==> config.mk <==
export PLATFORM = sky130hd
export DESIGN_NAME = pipe_latch
export DESIGN_NICKNAME = d
export VERILOG_FILES = /design/src/rtl/pipe_latch.sv
export SDC_FILE = /design/constraint.sdc
export NUM_CORES = 1
export LEC_CHECK = 0
export ABC_CLOCK_PERIOD_IN_PS = 13850
export CAP_MARGIN = 20
export CORE_ASPECT_RATIO = 0.9
export CORE_UTILIZATION = 56
export CTS_CLUSTER_SIZE = 28
export DETAILED_ROUTE_END_ITERATION = 16
export PLACE_DENSITY = 0.95
export SYNTH_ARGS = -nofsm -noshare
export SYNTH_HDL_FRONTEND = slang
export SYNTH_SLANG_ARGS = --single-unit
==> constraint.sdc <==
create_clock -name clk -period 13.85 [get_ports clk]
set_input_delay 1.385 -clock clk [delete_from_list [all_inputs] [get_ports clk]]
set_output_delay 1.385 -clock clk [all_outputs]
set_load 0.1 [all_outputs]
==> src/rtl/pipe_latch.sv <==
// Inter-stage pipeline register with valid/ready handshake, two-entry skid buffer,
// synchronous flush with saturating discard counter, and bubble output when empty.
module pipe_latch #(
    parameter int unsigned          DATA_W = 64,
    parameter logic [DATA_W-1:0]    BUBBLE = '0,
    parameter int unsigned          CNT_W  = 16
) (
    input  logic              clk,
    input  logic              reset,
    input  logic              flush,
    input  logic              in_valid,
    output logic              in_ready,
    input  logic [DATA_W-1:0] in_data,
    output logic              out_valid,
    input  logic              out_ready,
    output logic [DATA_W-1:0] out_data,
    output logic [CNT_W-1:0]  flush_cnt
);

    typedef enum logic [1:0] {
        EMPTY = 2'd0,
        ONE   = 2'd1,
        FULL  = 2'd2
    } state_t;

    state_t            state_q, state_d;
    logic [DATA_W-1:0] main_q, main_d;
    logic [DATA_W-1:0] skid_q, skid_d;
    logic [CNT_W-1:0]  cnt_q, cnt_d;

    logic              in_fire;
    logic              out_fire;
    logic [1:0]        occ;
    logic [1:0]        discard;
    logic [CNT_W:0]    cnt_sum;

    // in_ready looks only at registered state, flush and reset, never at out_ready
    assign in_ready  = (state_q != FULL) & ~flush & ~reset;
    assign out_valid = (state_q != EMPTY);
    assign out_data  = out_valid ? main_q : BUBBLE;
    assign flush_cnt = cnt_q;

    assign in_fire  = in_valid & in_ready;
    assign out_fire = out_valid & out_ready;

    always_ff @(posedge clk or posedge reset) begin
        if (reset) begin
            state_q <= EMPTY;
            main_q  <= BUBBLE;
            skid_q  <= BUBBLE;
            cnt_q   <= '0;
        end else begin
            state_q <= state_d;
            main_q  <= main_d;
            skid_q  <= skid_d;
            cnt_q   <= cnt_d;
        end
    end

    always_comb begin
        state_d = state_q;
        main_d  = main_q;
        skid_d  = skid_q;
        cnt_d   = cnt_q;
        occ     = 2'd0;
        discard = 2'd0;
        cnt_sum = '0;

        case (state_q)
            ONE:     occ = 2'd1;
            FULL:    occ = 2'd2;
            default: occ = 2'd0;
        endcase

        if (flush) begin
            // A head consumed in the flush cycle is delivered, not discarded
            state_d = EMPTY;
            discard = occ - {1'b0, out_fire};
            cnt_sum = {1'b0, cnt_q} + (CNT_W+1)'(discard);
            if (cnt_sum > {1'b0, {CNT_W{1'b1}}}) begin
                cnt_d = '1;
            end else begin
                cnt_d = cnt_sum[CNT_W-1:0];
            end
        end else begin
            case (state_q)
                EMPTY: begin
                    if (in_fire) begin
                        main_d  = in_data;
                        state_d = ONE;
                    end
                end
                ONE: begin
                    if (in_fire && out_fire) begin
                        main_d = in_data;
                    end else if (in_fire) begin
                        skid_d  = in_data;
                        state_d = FULL;
                    end else if (out_fire) begin
                        state_d = EMPTY;
                    end
                end
                FULL: begin
                    if (out_fire) begin
                        main_d  = skid_q;
                        state_d = ONE;
                    end
                end
                default: state_d = EMPTY;
            endcase
        end
    end

endmodule

**Word level (Yosys, flattened, before mapping)**

Index checks and enable logic that the tools add are counted.

- $add $sub $neg: 2
- Multiply operators: 0
- Divide/modulo/power cells: 0
- $lt $le $gt $ge: 1
- Equal/unequal tests: 10
- Shift-type cells: 0
- Multiplexer cells: 14
- Bitwise logic cells: 7
- Reductions and logical operators: 7

Operators with widths:

| cell | count |
|---|---|
| $mux 64 | 4 |
| $pmux 64 s3 | 1 |
| $add 16x2->17 | 1 |
| $gt 17x16->1 const B | 1 |
| $mux 16 | 1 |
| $mux 2 | 6 |
| $ne 3x3->1 const B | 3 |
| $ne 2x2->1 const B | 4 |
| $reduce_and 4->1 | 2 |
| $pmux 2 s3 | 1 |
| $reduce_and 5->1 | 1 |
| $and 1x1->1 | 4 |
| $ne 4x4->1 const B | 1 |
| $pmux 2 s2 | 1 |
| $not 1->1 | 3 |
| $reduce_bool 3->1 | 1 |
| $eq 2x1->1 const B | 1 |
| $eq 2x2->1 const B | 1 |
| $logic_not 2->1 | 1 |
| $reduce_bool 2->1 | 1 |
| $sub 2x1->2 | 1 |
| $logic_and 1x1->1 | 1 |

- Bits in registers: 146
- Bits in latches: 0
- RAM bits: 0
- Bits in read-only memories: 0
- Bits of input ports: 69
- Output and inout port bits: 82
- Logic and storage cells: 45
- Memories kept: 0

**Longest topological paths before layout**

Gate-level depths: netlist (run 1).

- Depth in word-level cells: 8
- Depth in mapped cells: 13
- Gate-level depth less buffers: 11

**Least setup slack after synthesis (run 1)**

OpenSTA, ideal clock, no wires.

- Path type: in2out
- From: in flush
- To: out in_ready
- Arrival: 3.705 ns
- Slack: 8.760 ns
- Stages on the path: 2
- Buffers on the path: 1
- Cells stage by stage: clkbuf_1 -> nor3_1

- Word-level cells in the longest chain between the ends: 3

RTL lines:

| item | RTL line | source |
|---|---|---|
| from (decl) | 10 | `input logic flush,` |
| $not 1->1 (no line) | n/a |  |
| $and 1x1->1 (2 in series) | 38 | `assign in_ready = (state_q != FULL) & ~flush & ~reset;` |
| to (decl) | 12 | `output logic in_ready,` |

No other way between the ends.

**Worst setup path after layout (run 1)**

Same ends and word-level chain as after synthesis.

==> results of run 1 <==
worst min path at each step:
| stage | startpoint | endpoint | slack [ns] |
|---|---|---|---|
| global placement | main_q[14]$_DFFE_PP0P_ | main_q[14]$_DFFE_PP0P_ | 0.46 |
| global route | main_q[45]$_DFFE_PP0P_ | main_q[45]$_DFFE_PP0P_ | 0.48 |
| floorplan | main_q[0]$_DFFE_PP0P_ | main_q[0]$_DFFE_PP0P_ | 0.45 |
| detailed placement | main_q[36]$_DFFE_PP0P_ | main_q[36]$_DFFE_PP0P_ | 0.47 |
| finish | main_q[5]$_DFFE_PP0P_ | main_q[5]$_DFFE_PP0P_ | 0.47 |
| CTS | main_q[21]$_DFFE_PP0P_ | main_q[21]$_DFFE_PP0P_ | 0.48 |
report_power, final:
part	switching, mW	leakage (nW)	internal (mW)	total [mW]
combinational	0.210	2.44	0.126	0.336
clock	0.166	0.287	0.291	0.457
sequential	0.0483	1.84	0.505	0.553
area by class of cell:
type,instances,share of cell area
diodes,1,0.000265
clock buffers,25,0.0547
clock inverters,4,0.00770
inverters,11,0.00491
multi-input cells,467,0.358
flip-flops and latches,146,0.388
well taps,164,0.0218
repair buffers,156,0.165
cell usage in the layout (no fill, tap or decap), types with 2 or more instances in the layout:
| cell | n |
|---|---|
| nand4_1 | 4 |
| clkdlybuf4s50_1 | 150 |
| nor2_1 | 2 |
| mux2_1 | 66 |
| dfrtp_1 | 146 |
| clkbuf_16 | 17 |
| nand2b_1 | 2 |
| ha_1 | 4 |
| nand3_1 | 6 |
| mux2_2 | 5 |
| nor3_1 | 4 |
| clkbuf_8 | 6 |
| mux2_4 | 60 |
| bufinv_16 | 2 |
| and2_1 | 64 |
| inv_1 | 9 |
| xnor2_1 | 7 |
| a21oi_1 | 4 |
| nand2_1 | 213 |
| xor2_1 | 2 |
| clkbuf_1 | 2 |
| o21ai_0 | 2 |
| buf_4 | 5 |
sequential cells by signal, summed over array words and instances, names as in the netlist:
| name | cells |
|---|---|
| skid_q | 64 |
| flush_cnt | 16 |
| main_q | 64 |
| state_q | 2 |
layer usage:
layer / track usage / wire length [µm] / up-vias
met1: 0.334 / 7220 / 2655
met4: 0.106 / 346 / 0
met3: 0.0612 / 778 / 23
met5: 0 / 0 / -
li1: - / - / 2428
met2: 0.440 / 8270 / 158
through the flow:
step | cell area [µm²] | setup slack, ns
floorplan | 7240 | 8.54
global placement | 8810 | 9.00
detailed placement | 8810 | 9.00
CTS | 9400 | 8.98
global route | 9430 | 8.90
finish | 9430 | 8.98
kinds of logic (layout without fill, tap and decap cells):
logic type,count (synthesis),after routing,synth area share
DFF,146,146,0.504
adders and majority gates,5,5,0.00967
xor gates and xnor gates,9,9,0.0109
and+or+nand+nor,308,308,0.193
muxes,132,132,0.236
buffers and inverters,47,196,0.0321
AOI/OAI and AO/OA,13,13,0.0133
other,0,1,0
==> flow_summary.ini, run 1 <==
[status]
status = finished clean

[finish]
fill_cells = 810
syn2layout_area_growth_pct = 30.1
layout.nets = 873
ff_latch_area_um2 = 3650
multi_input_area_um2 = 3370
fin_cells = 974
fin_util = 0.746
drive_gt1_frac = 0.133

[die]
die_h_um = 110
rows = 39
dieWidth_um = 122
core-area_um2 = 12600
start_util = 0.573
fp.dieArea_um2 = 13400
ios = 151

[synthesis]
synth_most_common_cell = nand2_1
ys_warn_count = 0
mappedNetlistNets = 734
synth.avg_cell_area_um2 = 11.0
synth_edf_count = 0
synth_top_area_frac = 0.504
netlist_top_cells_count = nand2_1, dfrtp_1, mux2_1
ys_seq_area_frac = 0.504
synth_largest_area_cell = dfrtp_1
async_reset_ff_frac = 1.00
synth-main-ff-cell = dfrtp_1
synth.area.top_cells = dfrtp_1, mux2_4, nand2_1, mux2_1, and2_1
syn_inst = 660
synth.distinct_cells = 43
ys_ff_latch = 146
netlist_area_um2 = 7240

[global_route]
grt_start_max_net_pins = 77
grtUsageTotal = 0.264
gr-total-overflow = 0
grt_pass1_wl_mm = 26.9
antenna_found_initial = 1
grt_pass1_vias = 5393

[power_and_ir_drop]
powerDensity_nw_per_um2 = 143
vdd_ir_drop_max_v = 0.000217
p_leak_nw = 4.57
total_power_mw = 1.35

[timing]
grt_setup_unrepaired = no
tightestPinTransition_ns = 1.03
max_freq_mhz = 205
finalClockSkew_ns = 0.00887
tns_ns = 0
setup_viol = 0
whs_ns = 0.473
min_period_ns = 4.87
slew_headroom = 0.311
drv_slew = 0
hold_violations = 0
final.period_utilization = 0.352

[placed_design]
place_inst = 943
port_buffers = 150
gp_congestion = 0.838
dp_hpwl_mm = 9.94

[cts]
cts_root_buf = clkbuf_16
cts.path.max_buffers = 2
cts_setup_buffers = 0
cts.sinks = 146
worstSkewPairLatency_ns = 0.41
cts_tree = done
cts_buffers = 17
hold_buffers = 0
clkTransAtPathRegs_ns = 0.06
cts-htree-levels = 4
cts.repair.resized = 0

[setup_path]
critPathMostFrequentCell = clkdlybuf4s50_1
cp_slowest_cell = clkdlybuf4s50_1
endpoint_kind = output pin
crit_chain = clkdlybuf4s50_1 > nor3_1 > clkdlybuf4s50_1
r2r-end = flush_cnt[0]$_DFFE_PP0P_
critPathCapture = in_ready
max_stage_delay_ns = 1.16
rrSetupSlack_ns = 10.07
cp.depth = 3
start_kind = input pin
arrival_ns = 3.48
worstPathRequired_ns = 12.47
setup.worst_path.start = flush
rr_worst_depth = 11
critPathTopFamily = buffers and inverters
path_max_fanout = 12
crit_buf_inv = 2
rr_startpoint = state_q[0]$_DFFE_PP0P_
worstSetupPathType = in -> out

[detailed_routing]
dr_total_vias = 5264
ant_nets = 0
wl_mm = 16.6
dr.pass1.iters = 4
drt_iter0_markers = 292
wl_per_cell_um = 17.1
remaining_drc_errors = 0
viasPerCell = 5.40

[flow_run]
timing.max_cap.violations = 0

[worst_hold_path]
min_path_type = reg -> reg
min_path_cells = 1
Power figures use the tool's default switching activity.
==> run 2: changes to the inputs <==
==> config.mk (replaced) <==
export PLATFORM = sky130hd
export DESIGN_NAME = pipe_latch
export DESIGN_NICKNAME = d
export VERILOG_FILES = /design/src/rtl/pipe_latch.sv
export SDC_FILE = /design/constraint.sdc
export NUM_CORES = 1
export LEC_CHECK = 0
export ABC_CLOCK_PERIOD_IN_PS = 4300
export CAP_MARGIN = 20
export CORE_ASPECT_RATIO = 0.9
export CORE_UTILIZATION = 47
export CTS_CLUSTER_SIZE = 28
export DETAILED_ROUTE_END_ITERATION = 16
export PLACE_DENSITY = 0.88
export SYNTH_ARGS = -nofsm -noshare
export SYNTH_HDL_FRONTEND = slang
export SYNTH_SLANG_ARGS = --single-unit
==> constraint.sdc (replaced) <==
create_clock -name clk -period 4.3 [get_ports clk]
set_input_delay 0.43 -clock clk [delete_from_list [all_inputs] [get_ports clk]]
set_output_delay 0.43 -clock clk [all_outputs]
set_load 0.1 [all_outputs]
==> run 2 against run 1 <==
Net effect:
- sequential power grew to 3.2 times the previous value
- global-route usage shrank 5.0 points
- cell area increased by 0.49%
- clock power grew to 3.2 times the previous value
- non-clock buffer count rose by 4
- register-to-register slack worse by 9.2 ns
- die area is 19% higher
- via count shrank 2.9%
- wire length down 4.9%
- core utilization shrank 11 points
- critical endpoint is now flush_cnt[2]$_DFFE_PP0P_
- largest cell class unchanged
- largest power group unchanged
==> flow_summary.ini, run 2 (synthesis results as in run 1) <==
[timing]
max_freq_mhz = 290
final.period_utilization = 0.801
drv_slew = 0
layout_setup_ws_ns = 0.854
finalClockSkew_ns = 0.00732
grt_setup_unrepaired = no
hold_violations = 0
tightestPinTransition_ns = 1.01
min_period_ns = 3.45
tns_ns = 0
setup_viol = 0
slew_headroom = 0.324

[setup_path]
start_kind = register
crit_chain = or2_2 > nand2_1 > inv_1 > ha_1 > xnor2_1 > inv_1 > fa_1 > and3b_1 > nor4b_2 > nand4_1 > o21ai_0
endpoint_kind = register
rr_worst_depth = 11
critPathCapture = flush_cnt[2]$_DFFE_PP0P_
worstSetupPathType = reg -> reg
rrSetupSlack_ns = 0.85
setup.worst_path.start = state_q[0]$_DFFE_PP0P_
max_stage_delay_ns = 0.50
rr_startpoint = state_q[0]$_DFFE_PP0P_
critPathMostFrequentCell = inv_1
arrival_ns = 3.77
path_max_fanout = 12
r2r-end = flush_cnt[2]$_DFFE_PP0P_
cp_slowest_cell = nand4_1
worstPathRequired_ns = 4.63

[cts]
hold_buffers = 0
cts_tree = done
cts_setup_buffers = 0
cts_buffers = 17
clkTransAtPathRegs_ns = 0.06
cts.path.max_buffers = 2
cts-htree-levels = 4
cts.sinks = 146
worstSkewPairLatency_ns = 0.41
cts_root_buf = clkbuf_16
cts.repair.resized = 0

[global_route]
grt_pass1_wl_mm = 26.9
grtUsageTotal = 0.214
grt_pass1_vias = 5429
grt_start_max_net_pins = 67
antenna_found_initial = 0
gr-total-overflow = 0

[detailed_routing]
wl_mm = 15.8
dr.pass1.iters = 4
wl_per_cell_um = 15.6
remaining_drc_errors = 0
viasPerCell = 5.05
drt_iter0_markers = 298
ant_nets = 0
dr_total_vias = 5113

[finish]
syn2layout_area_growth_pct = 30.8
drive_gt1_frac = 0.141
final_common_cell = nand2_1
layout.nets = 877
final_cell_mix = nand2_1, clkdlybuf4s50_1, dfrtp_1, mux2_1, and2_1
antennaDiodeCount = 0
fill_cells = 1181

[flow_run]
timing.max_cap.violations = 0

[placed_design]
pre_cts_ws_ns = 0.655
gp_congestion = 0.830
port_buffers = 150
dp_hpwl_mm = 10.0

[die]
ios = 151
core-area_um2 = 14900
die_h_um = 120
fp.dieArea_um2 = 15900
rows = 42
dieWidth_um = 133
start_util = 0.487

[worst_hold_path]
min_path_type = reg -> reg

[power_and_ir_drop]
total_power_mw = 4.29
vdd_ir_drop_max_v = 0.000514
powerDensity_nw_per_um2 = 453
p_leak_nw = 4.57

[status]
status = finished clean
==> run 2: layout make-up <==
cell class | instances | area (µm²) | area share
clock buffer | 22 | 474 | 0.0501
timing repair buffer | 160 | 1570 | 0.166
inverter | 11 | 45.0 | 0.00476
sequential | 146 | 3650 | 0.386
multi-input combinational | 467 | 3370 | 0.356
clock inverter | 9 | 106 | 0.0112
tap | 198 | 248 | 0.0262
==> run 2: power by group <==
part / total (mW) / internal (mW) / leakage, nW / switching [mW]
Sequential: 1.78 / 1.63 / 1.84 / 0.149
Combinational: 1.07 / 0.406 / 2.45 / 0.668
Clock: 1.44 / 0.894 / 0.278 / 0.548
Total: 4.29 / 2.93 / 4.57 / 1.36
==> run 2: worst min path at each step <==
stage	from	end	slack, ns	cells after the start
after floorplan	main_q[0]$_DFFE_PP0P_	main_q[0]$_DFFE_PP0P_	0.45	1
after global placement	main_q[3]$_DFFE_PP0P_	main_q[3]$_DFFE_PP0P_	0.46	1
after detailed placement	main_q[13]$_DFFE_PP0P_	main_q[13]$_DFFE_PP0P_	0.47	1
after CTS	main_q[37]$_DFFE_PP0P_	main_q[37]$_DFFE_PP0P_	0.48	1
after global routing	main_q[36]$_DFFE_PP0P_	main_q[36]$_DFFE_PP0P_	0.50	1
final	main_q[36]$_DFFE_PP0P_	main_q[36]$_DFFE_PP0P_	0.48	1
==> run 2: stage by stage <==
step	utilization	hold slack, ns	instances	cell area [µm²]
floorplan	-	0.449	660	7250
global placement	0.598	0.458	982	8890
detailed placement	0.598	0.467	982	8890
CTS	0.637	0.480	1013	9470
global route	0.637	0.495	1013	9470
finish	0.637	0.477	1013	9470
==> run 2: critical path, delay by kind of cell, from the launching register on <==
| family | cells | cell delay [ns] |
|---|---|---|
| and+or+nand+nor | 5 | 1.70 |
| DFF | 1 | 0.46 |
| xor gates and xnor gates | 1 | 0.22 |
| AOI/OAI and AO/OA | 1 | 0.20 |
| buffers and inverters | 2 | 0.14 |
| adders and majority gates | 2 | 0.63 |
==> run 2: per-layer routing <==
metal  GRT usage  up-vias  share of wire
met3      0.0418       15          0.050
met1       0.288     2514           0.47
li1            -     2441              -
met4      0.0761        0          0.010
met5           0        -              0
met2       0.346      143           0.47
==> run 3: changes to the inputs <==
--- a/config.mk
+++ b/config.mk
@@ -5,7 +5,7 @@
 export SDC_FILE = /design/constraint.sdc
 export NUM_CORES = 1
 export LEC_CHECK = 0
-export ABC_CLOCK_PERIOD_IN_PS = 4300
+export ABC_CLOCK_PERIOD_IN_PS = 3100
 export CAP_MARGIN = 20
 export CORE_ASPECT_RATIO = 0.9
 export CORE_UTILIZATION = 47
==> constraint.sdc (replaced) <==
create_clock -name clk -period 3.1 [get_ports clk]
set_input_delay 0.31 -clock clk [delete_from_list [all_inputs] [get_ports clk]]
set_output_delay 0.31 -clock clk [all_outputs]
set_load 0.1 [all_outputs]
==> run 3 against run 2 <==
Net effect:
- cell count up 0.79%
- sequential power is 38% higher
- first-iteration DRC count fell by 12%
- largest power group unchanged
- critical endpoint is now flush_cnt[12]$_DFFE_PP0P_
- clock skew increased by 0.0025 ns
- wire length rose by 2.4%
- count of clock-buffer cells in the layout shrank 4
- sequential share of layout area is 0.078 points lower
- die area unchanged
==> flow_summary.ini, run 3 (synthesis results as in run 1) <==
[timing]
final.period_utilization = 0.957
layout_setup_ws_ns = 0.135
finalClockSkew_ns = 0.00978
hold_violations = 0
setup_viol = 0
drv_slew = 0
slew_headroom = 0.350
tns_ns = 0
tightestPinTransition_ns = 0.972
min_period_ns = 2.97
max_freq_mhz = 337

[setup_path]
arrival_ns = 3.27
cp_slowest_cell = dfrtp_2
crit_buf_inv = 2
worstPathRequired_ns = 3.40
r2r-end = flush_cnt[12]$_DFFE_PP0P_
worstSetupPathType = reg -> reg
crit_chain = or2_2 > nand2_1 > inv_1 > ha_1 > xnor2_2 > inv_1 > fa_1 > and3b_1 > nor4b_4 > nand3_1 > mux2_1
rr_worst_depth = 11
critPathMostFrequentCell = inv_1
path_max_fanout = 6
start_kind = register
critPathTopFamily = simple AND/OR/NAND/NOR gates
endpoint_kind = register
cp.depth = 11
rr_startpoint = state_q[1]$_DFFE_PP0P_
max_stage_delay_ns = 0.44
rrSetupSlack_ns = 0.13

[detailed_routing]
viasPerCell = 5.10
wl_mm = 16.2
ant_nets = 0
drt_iter0_markers = 262
remaining_drc_errors = 0
routedLengthMet1_mm = 7.19
dr_total_vias = 5207
wl_per_cell_um = 15.8
dr_wl_met3_um = 774
dr_wl_met2_mm = 7.96
highest_layer = met4
dr.pass1.iters = 4

[cts]
cts_buffers = 17
hold_buffers = 0
cts.sinks = 146
cts.path.max_buffers = 2
worstSkewPairLatency_ns = 0.42
cts_root_buf = clkbuf_16
cts-htree-levels = 4
cts_tree = done
clkTransAtPathRegs_ns = 0.07

[placed_design]
gp_congestion = 0.826
port_buffers = 150
place_inst = 988
dp_hpwl_mm = 9.88
pre_cts_ws_ns = 0.176

[die]
die_h_um = 120
dieWidth_um = 133
rows = 42
ios = 151
core-area_um2 = 14900
fp.dieArea_um2 = 15900
start_util = 0.487

[status]
status = finished clean

[finish]
antennaDiodeCount = 0
fill_cells = 1144
drive_gt1_frac = 0.247
fin_util = 0.638
final_cell_mix = nand2_1, dfrtp_1, buf_4, clkdlybuf4s50_1, mux2_1
final_common_cell = nand2_1
layout.nets = 884
syn2layout_area_growth_pct = 31.1
fin_cells = 1021

[global_route]
antenna_found_initial = 0
gr-total-overflow = 0
grt_start_max_net_pins = 96
grt_pass1_vias = 5409
grtUsageTotal = 0.217
grt_pass1_wl_mm = 27.0

[power_and_ir_drop]
powerDensity_nw_per_um2 = 656
p_leak_nw = 4.83
total_power_mw = 6.23
vdd_ir_drop_max_v = 0.000456

[worst_hold_path]
min_path_type = in -> async

[flow_run]
timing.max_cap.violations = 0
==> run 3: changes by cell type in the layout (fill, tap and decap cells not counted), sizes merged, moves of 3 or more <==
cell           previous run  this run
buf                      11        93
clkdlybuf4s50           149        74
clkbuf                   22        18
inv                      10        14
bufinv                    2         5
==> run 3: routing by layer <==
layer	track usage	vias up
met5	0	-
met3	0.0460	20
met4	0.0783	0
met1	0.278	2587
li1	-	2459
met2	0.363	141
==> run 3: metrics by stage <==
| stage | cell area [µm²] | hold WS (ns) |
|---|---|---|
| 6_report | 9490 | 0.414 |
| 3_5_place_dp | 8810 | 0.466 |
| 3_3_place_gp | 8810 | 0.459 |
| 2_1_floorplan | 7280 | 0.442 |
| 4_1_cts | 9480 | 0.477 |
| 5_1_grt | 9490 | 0.481 |
==> run 3: worst register-to-register path, stage by stage, from the launching register on <==
cell	delay (ns)
dfrtp_2	0.44
or2_2	0.30
nand2_1	0.09
inv_1	0.05
ha_1	0.21
xnor2_2	0.18
inv_1	0.08
fa_1	0.43
and3b_1	0.24
nor4b_4	0.33
nand3_1	0.16
mux2_1	0.33
==> run 3: worst max path at each step <==
stage | slack (ns) | from | end
6_report | 0.13 | state_q[1]$_DFFE_PP0P_ | flush_cnt[12]$_DFFE_PP0P_
5_1_grt | -0.04 | state_q[1]$_DFFE_PP0P_ | flush_cnt[12]$_DFFE_PP0P_
4_1_cts | 0.13 | state_q[1]$_DFFE_PP0P_ | flush_cnt[12]$_DFFE_PP0P_
3_5_place_dp | 0.18 | state_q[1]$_DFFE_PP0P_ | flush_cnt[12]$_DFFE_PP0P_
3_3_place_gp | 0.22 | out_ready | flush_cnt[14]$_DFFE_PP0P_
2_1_floorplan | 0.008 | state_q[0]$_DFFE_PP0P_ | flush_cnt[12]$_DFFE_PP0P_
==> run 3: where the power goes <==
part | internal [mW] | leakage, nW | total, mW | switching [mW]
logic | 0.543 | 2.68 | 1.47 | 0.929
clock network | 1.46 | 0.318 | 2.30 | 0.833
registers | 2.26 | 1.84 | 2.46 | 0.205
==> run 3: what timing repair did <==
item | 4_1_cts | 5_1_grt
endpoints found under the setup margin | 0 | 2
gates resized for setup | 0 | 2
setup buffers | 0 | 1
==> run 3: area by class of cell <==
type / instances / area (µm²) / share of cell area
repair buffers: 167 / 1490 / 0.157
clock inverters: 14 / 226 / 0.0239
flip-flops and latches: 146 / 3650 / 0.385
well taps: 198 / 248 / 0.0261
inverters: 11 / 45.0 / 0.00474
clock buffers: 18 / 439 / 0.0463
multi-input cells: 467 / 3390 / 0.357
